===== config.mk =====
export PLATFORM = sky130hd
export DESIGN_NAME = xgmii_link_fault_ctrl
export DESIGN_NICKNAME = d
export VERILOG_FILES = /design/src/rtl/xgmii_pkg.sv /design/src/rtl/xgmii_fault_seq_detect.sv /design/src/rtl/xgmii_link_fault_ctrl.sv
export SDC_FILE = /design/constraint.sdc
export NUM_CORES = 1
export LEC_CHECK = 0
export ABC_AREA = 0
export BUFFER_PORTS_ARGS = -buffer_cell sky130_fd_sc_hd__buf_2
export CORE_MARGIN = 2
export CORE_UTILIZATION = 40
export CTS_CLUSTER_SIZE = 25
export DETAILED_ROUTE_END_ITERATION = 6
export PLACE_DENSITY_LB_ADDON = 0.15
export SLEW_MARGIN = 10
export SYNTH_ARGS = -nofsm -noshare
export SYNTH_HDL_FRONTEND = slang
export SYNTH_SLANG_ARGS = --single-unit

===== constraint.sdc =====
create_clock -name rx_clk -period 3.6 [get_ports rx_clk]
set_clock_uncertainty 0.1 [all_clocks]
set_input_delay 0.72 -clock rx_clk [delete_from_list [all_inputs] [get_ports rx_clk]]
set_output_delay 0.72 -clock rx_clk [all_outputs]
set_load 0.05 [all_outputs]

===== src/rtl/xgmii_pkg.sv =====
// xgmii_pkg: XGMII control characters, fault codes and link/tx encodings
package xgmii_pkg;
  localparam logic [7:0] XGMII_IDLE = 8'h07;
  localparam logic [7:0] XGMII_START = 8'hFB;
  localparam logic [7:0] XGMII_TERM = 8'hFD;
  localparam logic [7:0] XGMII_ERROR = 8'hFE;
  localparam logic [7:0] XGMII_SEQ = 8'h9C;
  localparam logic [7:0] XGMII_SIG = 8'h5C;
  localparam logic [7:0] LF_CODE = 8'h01;
  localparam logic [7:0] RF_CODE = 8'h02;
  localparam logic [1:0] LS_OK = 2'b00;
  localparam logic [1:0] LS_LOCAL = 2'b01;
  localparam logic [1:0] LS_REMOTE = 2'b10;
  localparam logic [1:0] TX_NORMAL = 2'b00;
  localparam logic [1:0] TX_IDLE = 2'b01;
  localparam logic [1:0] TX_RFAULT = 2'b10;
  typedef enum logic [1:0] {FT_NONE = 2'd0, FT_LOCAL = 2'd1, FT_REMOTE = 2'd2} fault_type_t;
  function automatic logic [1:0] ls_of(fault_type_t t);
    return t == FT_LOCAL ? LS_LOCAL : t == FT_REMOTE ? LS_REMOTE : LS_OK;
  endfunction
  function automatic logic [1:0] tx_of(logic [1:0] s);
    return s == LS_LOCAL ? TX_RFAULT : s == LS_REMOTE ? TX_IDLE : TX_NORMAL;
  endfunction
endpackage


===== src/rtl/xgmii_fault_seq_detect.sv =====
// xgmii_fault_seq_detect: classifies one XGMII column as local/remote fault ordered set
module xgmii_fault_seq_detect
  import xgmii_pkg::*;
(
  input  logic [31:0] xgmii_data,
  input  logic [3:0]  xgmii_ctl,
  output logic        is_fault,
  output fault_type_t fault_type
);
  assign is_fault = xgmii_ctl == 4'b0001 && xgmii_data[23:0] == {16'h0000, XGMII_SEQ} &&
                    (xgmii_data[31:24] == LF_CODE || xgmii_data[31:24] == RF_CODE);
  assign fault_type = !is_fault ? FT_NONE : xgmii_data[31:24] == LF_CODE ? FT_LOCAL : FT_REMOTE;
endmodule


===== src/rtl/xgmii_link_fault_ctrl.sv =====
// xgmii_link_fault_ctrl: RX link fault state machine; LINK_FAULT_STATS_EN enables fault-entry counters
module xgmii_link_fault_ctrl
  import xgmii_pkg::*;
#(
  parameter int XGMII_DATA_WIDTH = 32,
  parameter int FAULT_SEQ_THRESH = 4,
  parameter int FAULT_CLEAR_COLS = 128
) (
  input  logic                        rx_clk,
  input  logic                        rx_rst,
  input  logic [XGMII_DATA_WIDTH-1:0] in_xgmii_data,
  input  logic [3:0]                  in_xgmii_ctl,
  output logic [1:0]                  link_status,
  output logic                        rx_enable,
  output logic [1:0]                  tx_mode,
  output logic                        status_change,
  output logic [15:0]                 local_fault_cnt,
  output logic [15:0]                 remote_fault_cnt
);
  localparam logic [7:0] CLR = 8'(FAULT_CLEAR_COLS);
  localparam logic [2:0] THR = 3'(FAULT_SEQ_THRESH);
  fault_type_t ft, last_type, last_nxt;
  logic is_fault, clr, idle_col;
  logic [2:0] seq_cnt, seq_nxt;
  logic [7:0] col_cnt, col_nxt;
  logic [1:0] status_nxt;
  xgmii_fault_seq_detect u_det (
    .xgmii_data(in_xgmii_data[31:0]),
    .xgmii_ctl(in_xgmii_ctl),
    .is_fault(is_fault),
    .fault_type(ft)
  );
  assign idle_col = in_xgmii_ctl == 4'hF && in_xgmii_data[31:0] == {4{XGMII_IDLE}};
  always_comb begin
    col_nxt = is_fault ? 8'd0 : col_cnt == CLR ? col_cnt : col_cnt + 8'd1;
    clr = !is_fault && col_nxt == CLR;
    seq_nxt = clr ? 3'd0 : !is_fault ? seq_cnt : ft != last_type ? 3'd1 :
              seq_cnt == 3'd7 ? seq_cnt : seq_cnt + 3'd1;
    last_nxt = clr ? FT_NONE : is_fault ? ft : last_type;
    status_nxt = clr ? LS_OK : is_fault && seq_nxt >= THR ? ls_of(ft) : link_status;
  end
  always_ff @(posedge rx_clk) begin
    if (rx_rst) begin
      link_status <= LS_OK;
      tx_mode <= TX_NORMAL;
      rx_enable <= 1'b0;
      status_change <= 1'b0;
      seq_cnt <= 3'd0;
      col_cnt <= 8'd0;
      last_type <= FT_NONE;
    end else begin
      link_status <= status_nxt;
      tx_mode <= tx_of(status_nxt);
      rx_enable <= status_nxt != LS_OK ? 1'b0 : idle_col ? 1'b1 : rx_enable;
      status_change <= status_nxt != link_status;
      seq_cnt <= seq_nxt;
      col_cnt <= col_nxt;
      last_type <= last_nxt;
    end
  end
`ifdef LINK_FAULT_STATS_EN
  always_ff @(posedge rx_clk) begin
    if (rx_rst) begin
      local_fault_cnt <= 16'h0000;
      remote_fault_cnt <= 16'h0000;
    end else begin
      if (status_nxt == LS_LOCAL && link_status != LS_LOCAL && local_fault_cnt != 16'hFFFF)
        local_fault_cnt <= local_fault_cnt + 16'd1;
      if (status_nxt == LS_REMOTE && link_status != LS_REMOTE && remote_fault_cnt != 16'hFFFF)
        remote_fault_cnt <= remote_fault_cnt + 16'd1;
    end
  end
`else
  assign local_fault_cnt = 16'h0000;
  assign remote_fault_cnt = 16'h0000;
`endif
endmodule


==> results.md <==
- Mapped Area: 1465 sq um
- Final Hold Viols: 0
- Inserted Diodes: 0
- HPWL Detailed: 2406 um
- Port Buf Inserts: 43
- Post-CTS repair timing setup buffer count: 0
- Post-Route WL: 2925 um
- Syn avg cell area: 8.006 sq um
- Busiest grt layer: met2
- Initial antenna violation count: 0
- DP Area: 1602 sq um
- Routability Congestion: 0.7716
- Die area: 4163 sq um
- Worst-Skew Late Latency: 0.30 ns
- Most common cell after layout, fill and taps aside: buf_2
- Die Span Y: 64.52 um
- YS warnings: 0
- DR pass1 iterations: 6
- Total GRT Usage: 14.99%
- Setup Viol. Count Final: 0
- PostCTS Resize Cnt: 0
- TNS Setup: 0 ns
- Met1 usage: 17.93%
- Peak VDD IR: 164.7 uV
- Hold_buf cts: 0
- Pwr Density: 278.6 nW/um^2
- Rows: 21
- CTS Buffer Depth: 2
- Status: finished clean
- Core Footprint: 3416 sq um
- Initial Util: 42.89%
- Via count: 1275
- Final core occ: 47.69%
- Final #Nets: 268
- Leakage: 0.6709 nW
- R2r setup slk: 1.11 ns
- Cells after Synth: 183
- Clock Pin Slew Worst Setup and Hold Paths: 0.11 ns
- Register area share after synthesis: 25.96%
- Congestion Overflow GR: 0
- Crit Path Max Fanout: 7
- CTS tree: done
- CP Capture Type: register
- Post-synthesis cell type count: 43
- Total CTS buffers: 3
- Finished Cell Area: 1629 sq um
- XOR/XNOR share of the synthesized area: 4.184%
- Ports: 76
- Most frequent cells in the layout: 43 x buf_2, 32 x conb_1, 21 x nor2_1, 19 x dfxtp_1, 10 x nor3_1
- Post-synthesis compound-gate area fraction: 9.394%
- H-tree depth: 1
- Wire length per cell: 10.75 um
- EDFF count, synth: 0
- Root buf cell: clkbuf_4
- Die Wd: 64.52 um
- Worst slew pin tran: 0.5459 ns
- Crit path DAT: 2.95 ns
- Drt initial violations: 30
- Number of remaining DRC errors: 0
- Routing usage on met2: 26.43%
- Simple-gate share of the synthesized area: 36.64%
- CTS Sinks: 19
- Share of layout cells above drive strength 1: 25.66%
- Via-per-instance ratio: 4.688
- Async S/R FF share, synth: 0%
- Period utilization: 79.41%
- Fmax: 349.8 MHz
- M3 GR Usage: 3.993%
- Largest family of logic cells by synthesized area: simple AND/OR/NAND/NOR gates
- WS Path Type: input port to register
- Slew HR: 63.09%
- Largest net degree at the start of global routing: 12
- Post-layout min period: 2.859 ns
- Setup crit start kind: input port
- Req. time, crit path: 3.69 ns
- Top_reg_cell synth: dfxtp_1
- Hold crit path type: register to register
- RSZ-0062 raised after global routing: no
- Mux share of post-synthesis cell area: 1.452%
- Synth Area in Adders: 2.562%
- MaxCap Viol Count: 0
- FF+latch count, synth: 19
- Routed Antenna Nets: 0
- Area added between synthesis and finish: 11.19%
- Final slew viol count: 0
- Vias in the first global route: 1174
- First-pass GRT wire length: 5043 um
[metrics by stage]
stage	total power [W]	cells	hold slack [ns]	setup WS [ns]
after floorplan	0.0003471	214	0.3490	0.6197
after global placement	0.0003482	268	0.3671	0.4526
after detailed placement	0.0003487	268	0.3712	0.4098
after CTS	0.0004584	272	0.3886	0.7367
after global routing	0.0004813	272	0.4218	0.6308
final	0.0004539	272	0.3870	0.7412
[kinds of logic after synthesis]
logic type	after synthesis
muxes	2
buffers and inverters	42
adders and majority gates	3
other	1
DFF	19
AOI/OAI and AO/OA	22
and+or+nand+nor	87
xor gates and xnor gates	7
[where the power goes]
group,leakage [nW],switching [W],internal (W)
clock,0.0177,0.0000673,0.0000414
combinational,0.500,0.0000991,0.0000276
sequential,0.154,0.00000540,0.000213
total,0.671,0.000172,0.000282
[state kept, by name (all words and copies together), names as in the netlist]
signal,count
rx_enable,1
tx_mode,2
link_status,2
seq_cnt,3
last_type,2
status_change,1
col_cnt,8
[routing by layer]
layer | wire length [um] | part of all wire [%]
met2 | 1491 | 51
met3 | 107 | 3.7
met5 | 0 | 0
met1 | 1304 | 45
met4 | 21 | 0.72
[critical path, stage by stage]
cell and delay (ns):
buf_2 0.09, or4_4 0.56, or4_4 0.52, or3_1 0.47, or3_1 0.43, nor3b_2 0.16
[synthesized netlist by cell type (4+ instances only)]
library cell / n / share of area, %
nand2_1: 7 / 1.8
nor4b_1: 4 / 2.4
xnor2_1: 5 / 3.0
a21oi_1: 9 / 3.1
nand3_1: 5 / 1.7
nor3_1: 10 / 3.4
nor2_1: 21 / 5.4
dfxtp_1: 19 / 26
inv_1: 5 / 1.3
nand2b_1: 7 / 3.0
buf_4: 32 / 16
nand4_1: 7 / 3.0
nor4_1: 5 / 2.1
[cell type report]
type,instances,area (sq um)
Fill cell,369,1787
Multi-Input combinational cell,153,914.6
Sequential cell,19,380.4
Timing Repair Buffer,45,230.2
Tap cell,46,57.56
Clock buffer,3,22.52
Inverter,5,18.77
Clock inverter,1,5.005
[final timing paths]
check                           cells after the start              start      endpoint
worst max-delay path                                6  in_xgmii_data[29]    tx_mode[0]
worst min-delay path                                2         seq_cnt[1]    seq_cnt[1]
worst max register to register                      7         col_cnt[0]  last_type[1]
worst min register to register                      2         seq_cnt[1]    seq_cnt[1]
Note: power is estimated with default switching activity, not from simulation.
